File: src/rtl/uart_pkg.sv
// Shared UART definitions: parity encodings, TX state enum and frame-size helpers.
package uart_pkg;

  localparam logic [1:0] PAR_NONE = 2'd0;
  localparam logic [1:0] PAR_EVEN = 2'd1;
  localparam logic [1:0] PAR_ODD  = 2'd2;

  // Smallest usable divisor; anything below is clamped up to it.
  localparam int MIN_DIV = 2;

  typedef enum logic [2:0] {
    ST_IDLE,
    ST_START,
    ST_DATA,
    ST_PARITY,
    ST_STOP
  } tx_state_e;

  function automatic logic [3:0] data_bits_to_n(input logic [1:0] data_bits);
    return 4'd5 + {2'b00, data_bits};
  endfunction

endpackage

File: src/rtl/sync_fifo.sv
// Single-clock show-ahead FIFO; rd_data is the head entry whenever empty is low.
module sync_fifo #(
  parameter int WIDTH = 8,
  parameter int DEPTH = 16
) (
  input  logic                     clk,
  input  logic                     rst_n,
  input  logic                     wr_en,
  input  logic [WIDTH-1:0]         wr_data,
  input  logic                     rd_en,
  output logic [WIDTH-1:0]         rd_data,
  output logic                     full,
  output logic                     empty,
  output logic [$clog2(DEPTH):0]   level
);

  localparam int AW = $clog2(DEPTH);
  localparam int LW = AW + 1;

  logic [WIDTH-1:0] mem_q [DEPTH];
  logic [AW-1:0]    wr_ptr_q;
  logic [AW-1:0]    rd_ptr_q;
  logic [LW-1:0]    level_q;
  logic             do_push;
  logic             do_pop;

  assign empty   = (level_q == '0);
  assign full    = (level_q == LW'(DEPTH));
  assign level   = level_q;
  assign rd_data = mem_q[rd_ptr_q];

  // A pop in the same cycle frees the slot, so a push on full still lands.
  assign do_pop  = rd_en && !empty;
  assign do_push = wr_en && (!full || do_pop);

  always_ff @(posedge clk) begin
    if (do_push) mem_q[wr_ptr_q] <= wr_data;
  end

  always_ff @(posedge clk or negedge rst_n) begin
    if (!rst_n) begin
      wr_ptr_q <= '0;
      rd_ptr_q <= '0;
      level_q  <= '0;
    end else begin
      if (do_push) wr_ptr_q <= wr_ptr_q + AW'(1);
      if (do_pop)  rd_ptr_q <= rd_ptr_q + AW'(1);
      case ({do_push, do_pop})
        2'b10:   level_q <= level_q + LW'(1);
        2'b01:   level_q <= level_q - LW'(1);
        default: level_q <= level_q;
      endcase
    end
  end

endmodule

File: src/rtl/uart_tx_fifo_cfg.sv
// UART transmitter with write FIFO and run-time frame format; config is
// shadowed at each frame load so mid-frame changes only affect later frames.
module uart_tx_fifo_cfg
  import uart_pkg::*;
#(
  parameter int DIV_W       = 16,
  parameter int FIFO_DEPTH  = 16,
  parameter int DEFAULT_DIV = 434
) (
  input  logic                        clk,
  input  logic                        rst_n,
  input  logic [DIV_W-1:0]            baud_div,
  input  logic [1:0]                  data_bits,
  input  logic [1:0]                  parity_mode,
  input  logic                        stop_bits,
  input  logic                        wr_en,
  input  logic [7:0]                  wr_data,
  output logic                        fifo_full,
  output logic [$clog2(FIFO_DEPTH):0] fifo_level,
  output logic                        overflow,
  output logic                        tx_busy,
  output logic                        uart_tx,
  output logic                        frame_done,
  output logic [2:0]                  dbg_state
);

  tx_state_e        state_q, state_d;
  logic [DIV_W-1:0] div_q, div_d, cnt_q, cnt_d;
  logic [3:0]       nbits_q, nbits_d;
  logic [1:0]       par_q, par_d;
  logic             stop2_q, stop2_d;
  logic [7:0]       data_q, data_d;
  logic [2:0]       idx_q, idx_d;
  logic             stop_cnt_q, stop_cnt_d;
  logic             tx_q, tx_d;

  logic             fifo_empty;
  logic [7:0]       fifo_rd_data;
  logic             load;
  logic             bit_end, last_data, last_stop, par_en;
  logic [3:0]       load_n;
  logic [7:0]       load_mask;
  logic [DIV_W-1:0] load_div;

  // Write side: wr_en is a one-cycle request with no ready; it is taken when
  // the FIFO has room or a pop happens that cycle, otherwise overflow pulses.
  sync_fifo #(.WIDTH(8), .DEPTH(FIFO_DEPTH)) u_fifo (
    .clk     (clk),
    .rst_n   (rst_n),
    .wr_en   (wr_en),
    .wr_data (wr_data),
    .rd_en   (load),
    .rd_data (fifo_rd_data),
    .full    (fifo_full),
    .empty   (fifo_empty),
    .level   (fifo_level)
  );

  assign overflow  = wr_en && fifo_full && !load;
  assign tx_busy   = (state_q != ST_IDLE);
  assign uart_tx   = tx_q;
  assign dbg_state = state_q;

  assign bit_end   = (cnt_q == div_q - DIV_W'(1));
  assign last_data = ({1'b0, idx_q} == nbits_q - 4'd1);
  assign last_stop = (stop_cnt_q == stop2_q);
  assign par_en    = (par_q != PAR_NONE);
  assign load_n    = data_bits_to_n(data_bits);
  assign load_div  = (baud_div < DIV_W'(MIN_DIV)) ? DIV_W'(MIN_DIV) : baud_div;

  // Unused upper data bits are cleared at load so parity is a plain XOR.
  always_comb begin
    load_mask = '0;
    for (int i = 0; i < 8; i++) load_mask[i] = (i < int'(load_n));
  end

  always_comb begin
    state_d    = state_q;
    cnt_d      = cnt_q;
    idx_d      = idx_q;
    stop_cnt_d = stop_cnt_q;
    tx_d       = tx_q;
    data_d     = data_q;
    div_d      = div_q;
    nbits_d    = nbits_q;
    par_d      = par_q;
    stop2_d    = stop2_q;
    load       = 1'b0;
    frame_done = 1'b0;

    if (state_q != ST_IDLE) cnt_d = bit_end ? '0 : cnt_q + DIV_W'(1);

    case (state_q)
      ST_IDLE: begin
        tx_d = 1'b1;
        if (!fifo_empty) load = 1'b1;
      end
      ST_START: begin
        if (bit_end) begin
          state_d = ST_DATA;
          idx_d   = '0;
          tx_d    = data_q[0];
        end
      end
      ST_DATA: begin
        if (bit_end) begin
          if (!last_data) begin
            idx_d = idx_q + 3'd1;
            tx_d  = data_q[idx_q + 3'd1];
          end else if (par_en) begin
            state_d = ST_PARITY;
            tx_d    = (^data_q) ^ (par_q == PAR_ODD);
          end else begin
            state_d    = ST_STOP;
            stop_cnt_d = 1'b0;
            tx_d       = 1'b1;
          end
        end
      end
      ST_PARITY: begin
        if (bit_end) begin
          state_d    = ST_STOP;
          stop_cnt_d = 1'b0;
          tx_d       = 1'b1;
        end
      end
      ST_STOP: begin
        if (bit_end) begin
          if (last_stop) begin
            frame_done = 1'b1;
            if (!fifo_empty) load = 1'b1;
            else state_d = ST_IDLE;
          end else begin
            stop_cnt_d = 1'b1;
          end
        end
      end
      default: state_d = ST_IDLE;
    endcase

    // Frame load from IDLE or straight out of the last stop bit.
    if (load) begin
      state_d = ST_START;
      cnt_d   = '0;
      tx_d    = 1'b0;
      data_d  = fifo_rd_data & load_mask;
      div_d   = load_div;
      nbits_d = load_n;
      par_d   = (parity_mode == PAR_EVEN || parity_mode == PAR_ODD) ? parity_mode : PAR_NONE;
      stop2_d = stop_bits;
    end
  end

  always_ff @(posedge clk or negedge rst_n) begin
    if (!rst_n) begin
      state_q    <= ST_IDLE;
      cnt_q      <= '0;
      idx_q      <= '0;
      stop_cnt_q <= 1'b0;
      tx_q       <= 1'b1;
      data_q     <= '0;
      div_q      <= DIV_W'(DEFAULT_DIV);
      nbits_q    <= 4'd8;
      par_q      <= PAR_NONE;
      stop2_q    <= 1'b0;
    end else begin
      state_q    <= state_d;
      cnt_q      <= cnt_d;
      idx_q      <= idx_d;
      stop_cnt_q <= stop_cnt_d;
      tx_q       <= tx_d;
      data_q     <= data_d;
      div_q      <= div_d;
      nbits_q    <= nbits_d;
      par_q      <= par_d;
      stop2_q    <= stop2_d;
    end
  end

endmodule
File: config.mk
export PLATFORM = sky130hd
export DESIGN_NAME = uart_tx_fifo_cfg
export DESIGN_NICKNAME = d
export VERILOG_FILES = /design/src/rtl/uart_pkg.sv /design/src/rtl/sync_fifo.sv /design/src/rtl/uart_tx_fifo_cfg.sv
export SDC_FILE = /design/constraint.sdc
export NUM_CORES = 1
export LEC_CHECK = 0
export BUFFER_PORTS_ARGS = -buffer_cell sky130_fd_sc_hd__buf_2
export CAP_MARGIN = 25
export CORE_ASPECT_RATIO = 1.1
export CORE_UTILIZATION = 60
export DETAILED_ROUTE_END_ITERATION = 12
export GPL_TIMING_DRIVEN = 0
export PLACE_DENSITY = 0.81
export RECOVER_POWER = 50
export SETUP_SLACK_MARGIN = 0.4
export SYNTH_ARGS = -nofsm -noshare
export SYNTH_HDL_FRONTEND = slang
export SYNTH_SLANG_ARGS = --single-unit
File: constraint.sdc
create_clock -name clk -period 6.8 [get_ports clk]
set_input_delay 0.34 -clock clk [delete_from_list [all_inputs] [get_ports clk]]
set_output_delay 0.34 -clock clk [all_outputs]
set_load 0.03 [all_outputs]
==> reports/results.tsv, run 1 <==
metric	value	unit
grt-ovfl-total	0	
start_kind	flip-flop	
ys_ff_latch	196	
most-common-layout-cells	edfxtp_1 (128), dfrtp_1 (61), clkbuf_1 (36), buf_2 (31), xnor2_1 (30)	
synthSimpleGateAreaFrac	10.1	%
synth_top_area_cell	edfxtp_1	
synth_xor_area_share	5.14	%
drive_gt1_share	19.0	%
routedWlPerCell	22.2	um
num_antenna_cells	0	
h-tree-depth	4	
gp_congestion	0.821	
cts-hold-fix-buffers	0	
ys_types	65	
via_per_inst	6.40	
avgSynthCellArea	14.3	um2
dp.cells	892	
path_buf_inv	5	
finalNonFillerCells	923	
cts_buffers	17	
rsz0062_at_grt	false	
dr.pass1.iters	5	
yosys.area_share.adder	2.15	%
io_pins	45	
netlist.area_leader.share	41.2	%
finalCriticalPeriod	5.79	ns
synth_compound_area_share	7.77	%
synth_top_family_by_area	multiplexers	
dpl-instance-area	9790	um2
hold_class	in -> reg	
violations	capacitance limit, slew limit	
area_growth	11.1	%
mostFrequentLayoutCell	edfxtp_1	
power_leakage	4.08	nW
drc	0	
vias	5903	
critical_path_class	reg -> reg	
post_cts_buffers	0	
nets	763	
setup_tns	0	ns
portBuffers	44	
root_buffer	clkbuf_16	
stdcell_area	10400	um2
grt_pass1_wl	32100	um
antenna_left	0	
synthArstFlopShare	34.7	%
grtUsageTotal	27.1	%
cp.arrival	6.11	ns
synth_edf_count	128	
clockBufferDepth	2	
period_share	85.1	%
synthMuxAreaShare	13.2	%
crit_family	compound AO/OA/AOI/OAI gates	
core-area	15100	um2
ys.flop_type	edfxtp_1	
initial_utilization	61.7	%
outcome	complete, but fails checks	
syn_inst	652	
max-slew-margin-rel	-143	%
path_cells	inv_1, ha_1, clkbuf_1, or2_2, a2111oi_0, o21bai_1, o221ai_1, o311ai_2, nor4_4, o21a_1, buf_2, inv_1, ha_1, clkbuf_1, xor2_1, ha_1, o21ai_0, a21oi_1, a21oi_1, xor2_1, nor2_1, xor2_1	
fin_skew	0.0144	ns
dpl.hpwl	13600	um
final-setup-viol-count	0	
fillers	995	
first_iter_violations	569	
maxCapViolations	1	
cp_max_fo	10	
p_per_area	293	nW/um2
num_rows	47	
hold_viol	0	
cts_resized	0	
worstSetupPathDepth	22	
worst_slew_pin_slew	3.64	ns
die_h	133	um
maxSlewViolCount	69	
grt_pass1_vias	5965	
critPathMaxStageDelay	0.58	ns
dieArea	16000	um2
ys_seq_area_share	59.6	%
critPathCaptureType	flip-flop	
cp_data_required_time	7.12	ns
grt_max_degree	69	
fmax	0.173	GHz
synth_nets	700	
cts_sinks	196	
yosysWarnings	0	
tritoncts	done	
reg2reg_depth	22	
peakVddDrop	0.204	mV
die_w	121	um
holdPathStages	2	
ys_top_cells_by_area	edfxtp_1 (41%), dfrtp_1 (16%), mux4_2 (7.0%)	
crit_slowest_cell	dfstp_2	
clock_latency	0.44	ns
antenna_found_initial	0	
drt-total-wl	20500	um
clk_pin_slew	0.07	ns
netlist_area	9320	um2
==> power by group <==
part | switching, W | total (W) | leakage [nW] | internal [W]
registers | 0.0000919 | 0.00150 | 1.99 | 0.00141
clock network | 0.000482 | 0.00101 | 0.290 | 0.000525
logic | 0.000315 | 0.000522 | 1.80 | 0.000207
==> registers in the layout, summed over array words and instances (netlist names) <==
name and count:
par_q 2, u_fifo.rd_ptr_q 4, stop_cnt_q 1, uart_tx 1
u_fifo.level 5, stop2_q 1, dbg_state 3, idx_q 3
div_q 16, data_q 8, u_fifo.wr_ptr_q 4, cnt_q 16
u_fifo.mem_q 128, nbits_q 4
==> final cells by class <==
cell class / instances / area (um2) / share of cell area [%]
Buffer: 25 / 111 / 1.08
Clock buffer: 18 / 429 / 4.14
Clock inverter: 13 / 151 / 1.46
Inverter: 22 / 82.6 / 0.797
Multi-Input combinational cell: 409 / 3580 / 34.6
Sequential cell: 196 / 5550 / 53.6
Tap cell: 196 / 245 / 2.37
Timing Repair Buffer: 44 / 201 / 1.95
==> worst paths after layout <==
check	startpoint	endpoint	slack [ns]
max reg2reg	div_q[1]	u_fifo.level[4]	1.01
min	data_bits[0]	nbits_q[0]	0.13
min in group asynchronous	rst_n	div_q[12]	1.15
max	div_q[1]	u_fifo.level[4]	1.01
min reg2reg	div_q[15]	div_q[15]	0.54
max in group asynchronous	rst_n	data_q[6]	3.62
==> metrics by stage <==
stage	util, %	hold WS [ns]	total power [W]	worst slack (ns)
4_1_cts	68.6	0.0463	0.00304	0.982
3_5_place_dp	64.8	0.511	0.00203	1.09
3_3_place_gp	64.7	0.493	0.00199	1.36
5_1_grt	68.5	0.140	0.00314	0.534
2_1_floorplan	-	0.0444	0.00186	1.61
6_report	68.5	0.126	0.00303	1.01
==> cell families after synthesis <==
group	Yosys count
compound gates	98
flops	196
simple gates	166
xor+xnor	53
mux	76
fa+ha+maj	16
buf+inv	47
==> layer usage <==
metal  wire, um  up-vias  global-route usage (%)
met4        455        0                    9.19
met5          0        -                       0
li1           -     2627                       -
met2      10500      293                    46.1
met1       8150     2944                    34.6
met3       1340       39                    5.39
==> cells in the mapped netlist (all sizes together), types with 20 or more instances <==
| master | count |
|---|---|
| clkbuf | 20 |
| xor2 | 22 |
| xnor2 | 30 |
| inv | 22 |
| dfrtp | 61 |
| mux2 | 28 |
| nor2 | 26 |
| nand2 | 27 |
| edfxtp | 128 |
| and3 | 23 |
| o21ai | 20 |
| mux4 | 29 |
Note: power is estimated with default switching activity, not from simulation.
==> inputs of run 2 (changes only) <==
==> constraint.sdc (replaced) <==
create_clock -name clk -period 6.93 [get_ports clk]
set_input_delay 0.3465 -clock clk [delete_from_list [all_inputs] [get_ports clk]]
set_output_delay 0.3465 -clock clk [all_outputs]
set_load 0.03 [all_outputs]
==> run 2 against run 1 <==
The flow still finishes with violations (capacitance limit, slew limit). Setup slack lost 0.060 ns. Via count grew 0.22%. Largest power group unchanged. Final cell count unchanged. Highest routed layer unchanged. Worst hold slack better by 0.0088 ns. Cell area is essentially flat. Die area is the same. Core utilization fell by 0.058 points. Clock-buffer cell count unchanged. Fmax is 3.2% lower. Wire length is 0.47% lower. Critical path depth is the same.
==> reports/results.tsv, run 2 (synthesis gave the netlist of run 1 again) <==
metric	value	unit	change
violations	capacitance limit, slew limit		unchanged
fin_skew	0.0142	ns	was 0.0144 ns
dieArea	16000	um2	unchanged
most-common-layout-cells	edfxtp_1 (128), dfrtp_1 (61), clkbuf_1 (36), buf_2 (31), xnor2_1 (30)		unchanged
multi_input_area	3570	um2	was 3580 um2
setup_tns	0	ns	unchanged
cts_sinks	196		unchanged
root_buffer	clkbuf_16		unchanged
grt_pass1_wl	32100	um	unchanged
cts_resized	0		unchanged
p_per_area	287	nW/um2	was 293 nW/um2
vias	5916		was 5903
p_int	0.00210	W	was 0.00214 W
gp_congestion	0.821		unchanged
post_cts_buffers	0		unchanged
max-slew-margin-rel	-144	%	was -143%
cp_data_required_time	7.25	ns	was 7.12 ns
grt_max_degree	69		unchanged
regMostFlops	u_fifo.mem_q		unchanged
start_kind	flip-flop		unchanged
grt_pass1_vias	5965		unchanged
dr.pass1.iters	5		unchanged
num_rows	47		unchanged
initial_utilization	61.7	%	unchanged
top_regs	u_fifo.mem_q x128, cnt_q x16, div_q x16		unchanged
rsz0062_at_grt	false		unchanged
drt-total-wl	20400	um	was 20500 um
hold_viol	0		unchanged
antenna_left	0		unchanged
h-tree-depth	4		unchanged
dpl.hpwl	13600	um	unchanged
cp.arrival	6.29	ns	was 6.11 ns
outcome	complete, but fails checks		unchanged
cp_max_fo	10		unchanged
die_w	121	um	unchanged
setup_slack	0.954	ns	was 1.01 ns
clk_pin_slew	0.07	ns	about the same
area_growth	11.0	%	was 11.1%
first_iter_violations	573		was 569
fillers	997		was 995
mostFrequentLayoutCell	edfxtp_1		unchanged
routedWlPerCell	22.1	um	was 22.2 um
final-setup-viol-count	0		unchanged
maxCapViolations	1		unchanged
pre_cts_slack	1.22	ns	was 1.09 ns
clockBufferDepth	2		unchanged
dpl-instance-area	9790	um2	unchanged
power_leakage	4.07	nW	was 4.08 nW
die_h	133	um	unchanged
tritoncts	done		unchanged
pwr-share-seq	49.6	%	about the same
portBuffers	44		unchanged
core-area	15100	um2	unchanged
io_pins	45		unchanged
hold_class	in -> reg		unchanged
stdcell_area	10300	um2	was 10400 um2
via_per_inst	6.41		was 6.40
power.share.clock	33.3	%	was 33.2%
drc	0		unchanged
worst_slew_pin_slew	3.66	ns	was 3.64 ns
critPathCaptureType	flip-flop		unchanged
peakVddDrop	0.203	mV	was 0.204 mV
nets	763		unchanged
period_share	86.2	%	was 85.1%
finalCriticalPeriod	5.98	ns	was 5.79 ns
maxSlewViolCount	69		unchanged
grtUsageTotal	27.1	%	unchanged
pwr-share-comb	17.1	%	was 17.2%
clock_latency	0.44	ns	about the same
cts-hold-fix-buffers	0		unchanged
antenna_found_initial	0		unchanged
drive_gt1_share	19.0	%	unchanged
p_switching	0.000872	W	was 0.000890 W
critical_path_class	reg -> reg		unchanged
seq_area	5550	um2	unchanged
num_antenna_cells	0		unchanged
switching_share	29.3	%	about the same
largest_reg_flops	128		unchanged
fmax	0.167	GHz	was 0.173 GHz
cts_buffers	17		unchanged
grt-ovfl-total	0		unchanged
[run 2: cell counts in the layout (fill, tap and decap cells not counted)]
Identical to the previous run, type by type.
[run 2: final timing paths]
kind | startpoint | to | slack, ns | cells past startpoint
min in group asynchronous | rst_n | div_q[6] | 1.17 | 1
worst max-delay path | div_q[1] | u_fifo.level[4] | 0.95 | 22
worst min register to register | div_q[15] | div_q[15] | 0.54 | 1
max in group asynchronous | rst_n | data_q[6] | 3.71 | 1
worst min-delay path | data_bits[0] | nbits_q[0] | 0.13 | 2
worst max register to register | div_q[1] | u_fifo.level[4] | 0.95 | 22
[run 2: worst max-delay path, cell delays in order (launching register included)]
cell,delay [ns]
dfstp_2,0.58
inv_1,0.08
ha_1,0.18
clkbuf_1,0.20
or2_2,0.32
a2111oi_0,0.39
o21bai_1,0.14
o221ai_1,0.27
o311ai_2,0.32
nor4_2,0.76
o21a_1,0.35
buf_2,0.27
inv_1,0.15
ha_1,0.24
clkbuf_1,0.20
xor2_1,0.18
ha_1,0.23
o21ai_0,0.19
a21oi_1,0.11
a21oi_1,0.24
xor2_1,0.23
nor2_1,0.08
xor2_1,0.15
[run 2: metrics by stage]
stage,hold slack (ns),power (W),instances,utilization [%]
floorplan,0.0509,0.00182,652,-
global placement,0.493,0.00195,892,64.7
detailed placement,0.517,0.00200,892,64.8
CTS,0.0528,0.00298,923,68.6
global route,0.147,0.00308,923,68.5
finish,0.134,0.00297,923,68.5
[run 2: final cells by class]
class | count | area share, %
well taps | 196 | 2.37
inverters | 22 | 0.798
multi-input cells | 409 | 34.5
clock inverters | 13 | 1.46
repair buffers | 44 | 1.95
plain buffers | 25 | 1.08
flip-flops and latches | 196 | 53.7
clock buffers | 18 | 4.15
[run 2: power by group through the flow]
stage | Clock, W | Sequential, W | Combinational [W]
floorplan | 0 | 0.00150 | 0.000324
global placement | 0 | 0.00148 | 0.000471
detailed placement | 0 | 0.00150 | 0.000501
CTS | 0.000998 | 0.00147 | 0.000512
global route | 0.00104 | 0.00149 | 0.000551
finish | 0.000991 | 0.00147 | 0.000510
[run 2: per-layer routing]
| layer | part of all wire [%] | track usage, % | up-vias | routed length (um) |
|---|---|---|---|---|
| met5 | 0 | 0 | - | 0 |
| met1 | 40 | 34.6 | 2989 | 8210 |
| met3 | 6.1 | 5.39 | 36 | 1240 |
| li1 | - | - | 2621 | - |
| met4 | 2.1 | 9.19 | 0 | 428 |
| met2 | 52 | 46.1 | 270 | 10500 |
==> inputs of run 3 (changes only) <==
--- a/config.mk
+++ b/config.mk
@@ -8,10 +8,10 @@
 export BUFFER_PORTS_ARGS = -buffer_cell sky130_fd_sc_hd__buf_2
 export CAP_MARGIN = 25
 export CORE_ASPECT_RATIO = 1.1
-export CORE_UTILIZATION = 60
+export CORE_UTILIZATION = 35
 export DETAILED_ROUTE_END_ITERATION = 12
 export GPL_TIMING_DRIVEN = 0
-export PLACE_DENSITY = 0.81
+export PLACE_DENSITY = 0.53
 export RECOVER_POWER = 50
 export SETUP_SLACK_MARGIN = 0.4
 export SYNTH_ARGS = -nofsm -noshare
==> run 3 against run 2 <==
The run still ends with capacitance limit, slew limit left. Worst hold slack got worse by 0.015 ns. Via count fell by 4.6%. Largest cell class unchanged. Core utilization fell by 28 points. Fmax rose by 5.2%. Highest routed layer unchanged. Largest power group unchanged. Register-to-register slack improved by 0.29 ns. Critical path depth did not move. Clock skew rose by 0.0019 ns.
==> reports/results.tsv, run 3 (synthesis gave the netlist of run 1 again) <==
metric	value	unit	change
outcome	complete, but fails checks		unchanged
violations	capacitance limit, slew limit		unchanged
mostFrequentLayoutCell	edfxtp_1		unchanged
first_iter_violations	388		was 573
area_growth	14.0	%	was 11.0%
clockBufferDepth	2		unchanged
grt-ovfl-total	0		unchanged
period_share	82.0	%	was 86.2%
routed-wl-met2	10100	um	was 10500 um
grtUsageTotal	16.0	%	was 27.1%
cts_buffers	17		unchanged
dpl-instance-area	9980	um2	was 9790 um2
pre_cts_slack	1.31	ns	was 1.22 ns
dr.pass1.iters	7		was 5
wl_met3	941	um	was 1240 um
clk_pin_slew	0.09	ns	was 0.07 ns
top_layer	met4		unchanged
drt-total-wl	20500	um	was 20400 um
fin_skew	0.0161	ns	was 0.0142 ns
power_leakage	4.10	nW	was 4.07 nW
antenna_found_initial	0		unchanged
finalNonFillerCells	1080		was 923
setup_tns	0	ns	unchanged
finalCriticalPeriod	5.68	ns	was 5.98 ns
die_w	158	um	was 121 um
nets	763		unchanged
cp.arrival	6.01	ns	was 6.29 ns
hold_viol	0		unchanged
root_buffer	clkbuf_16		unchanged
most-common-layout-cells	edfxtp_1 (128), dfrtp_1 (61), clkbuf_1 (35), buf_2 (31), xnor2_1 (30)		was edfxtp_1 (128), dfrtp_1 (61), clkbuf_1 (36), buf_2 (31), xnor2_1 (30)
maxCapViolations	1		unchanged
path_cells	inv_1, ha_1, clkbuf_1, or2_2, a2111oi_0, o21bai_1, o221ai_1, o311ai_2, nor4_2, o21a_1, buf_2, inv_1, ha_1, clkbuf_1, xor2_1, ha_1, o21ai_0, a21oi_1, a21oi_1, xor2_1, nor2_1, xor2_1		unchanged
critPathCaptureType	flip-flop		unchanged
cp_data_required_time	7.25	ns	about the same
stdcell_area	10600	um2	was 10300 um2
portBuffers	44		unchanged
grt_max_degree	69		unchanged
p_per_area	286	nW/um2	was 287 nW/um2
crit_slowest_cell	nor4_2		unchanged
io_pins	45		unchanged
largest_reg_flops	128		unchanged
crit_path_start	div_q[1]		unchanged
top_regs	u_fifo.mem_q x128, cnt_q x16, div_q x16		unchanged
dieArea	27300	um2	was 16000 um2
rsz0062_at_grt	false		unchanged
fmax	0.176	GHz	was 0.167 GHz
grt_pass1_vias	5896		was 5965
routedWlPerCell	19.0	um	was 22.1 um
path_buf_inv	5		unchanged
drc	0		unchanged
peakVddDrop	0.173	mV	was 0.203 mV
cts_sinks	196		unchanged
critPathMaxStageDelay	0.78	ns	was 0.76 ns
worstReg2RegStart	div_q[1]		unchanged
dpl.hpwl	14200	um	was 13600 um
gp_congestion	0.802		was 0.821
worstHoldStart	data_bits[0]		unchanged
hold_class	in -> reg		unchanged
cp_max_fo	10		unchanged
worst_slew_pin_slew	3.69	ns	was 3.66 ns
die_h	173	um	was 133 um
cts_resized	0		unchanged
post_cts_buffers	0		unchanged
via_per_inst	5.22		was 6.41
clock_latency	0.45	ns	was 0.44 ns
start_kind	flip-flop		unchanged
num_rows	62		was 47
crit_family	compound AO/OA/AOI/OAI gates		unchanged
initial_utilization	35.7	%	was 61.7%
dp.cells	1048		was 892
vias	5642		was 5916
final-setup-viol-count	0		unchanged
grt_pass1_wl	32700	um	was 32100 um
num_antenna_cells	0		unchanged
setup_slack	1.25	ns	was 0.954 ns
regMostFlops	u_fifo.mem_q		unchanged
core-area	26100	um2	was 15100 um2
tritoncts	done		unchanged
maxSlewViolCount	69		unchanged
drive_gt1_share	19.2	%	was 19.0%
critical_path_class	reg -> reg		unchanged
cts-hold-fix-buffers	0		unchanged
h-tree-depth	4		unchanged
fillers	2417		was 997
met1Wirelength	9130	um	was 8210 um
max-slew-margin-rel	-146	%	was -144%
antenna_left	0		unchanged
run 3: cell count changes in the layout (fill, tap and decap cells not counted), sizes merged:
cell,before,now
clkbuf,53,52
bufinv,1,0
clkinv,2,5
run 3: power by group:
group	total [W]	internal [W]	switching (W)
Sequential	0.00147	0.00138	0.0000864
Clock	0.00107	0.000519	0.000551
Combinational	0.000497	0.000201	0.000296
Total	0.00304	0.00210	0.000933
run 3: routing by layer:
layer / vias to the layer above / track usage (%)
li1: 2631 / -
met1: 2873 / 20.8
met4: 0 / 4.85
met3: 22 / 3.66
met5: - / 0
met2: 116 / 26.3
run 3: layout make-up:
class	instances	area, um2	share of cell area, %
flip-flops and latches	196	5550	52.3
multi-input cells	409	3570	33.6
well taps	352	440	4.15
clock buffers	17	425	4.00
clock inverters	15	235	2.21
repair buffers	44	201	1.90
plain buffers	25	111	1.05
inverters	22	82.6	0.777
run 3: path summary, 6_finish.rpt:
| path | slack [ns] | end | cells past startpoint |
|---|---|---|---|
| setup / recovery | 1.25 | u_fifo.level[4] | 22 |
| hold / removal | 0.12 | nbits_q[0] | 2 |
| setup reg to reg | 1.25 | u_fifo.level[4] | 22 |
| hold reg to reg | 0.52 | u_fifo.level[4] | 1 |
| max in group asynchronous | 3.69 | cnt_q[9] | 1 |
| min in group asynchronous | 1.17 | div_q[13] | 1 |
run 3: stage by stage:
stage	hold slack [ns]	utilization [%]	power, W
finish	0.119	40.6	0.00304
global placement	0.493	38.2	0.00197
detailed placement	0.508	38.2	0.00200
global route	0.113	40.6	0.00317
floorplan	0.0509	-	0.00182
CTS	0.0620	40.7	0.00307
run 3: worst reg2reg max path, cell delays in order, from the launching register on:
cell and delay, ns:
dfstp_2 0.58, inv_1 0.08, ha_1 0.18, clkbuf_1 0.21
or2_2 0.32, a2111oi_0 0.41, o21bai_1 0.14, o221ai_1 0.26
o311ai_2 0.31, nor4_2 0.78, o21a_1 0.35, buf_2 0.25
inv_1 0.08, ha_1 0.20, clkbuf_1 0.20, xor2_1 0.19
ha_1 0.23, o21ai_0 0.17, a21oi_1 0.09, a21oi_1 0.17
xor2_1 0.16, nor2_1 0.07, xor2_1 0.14
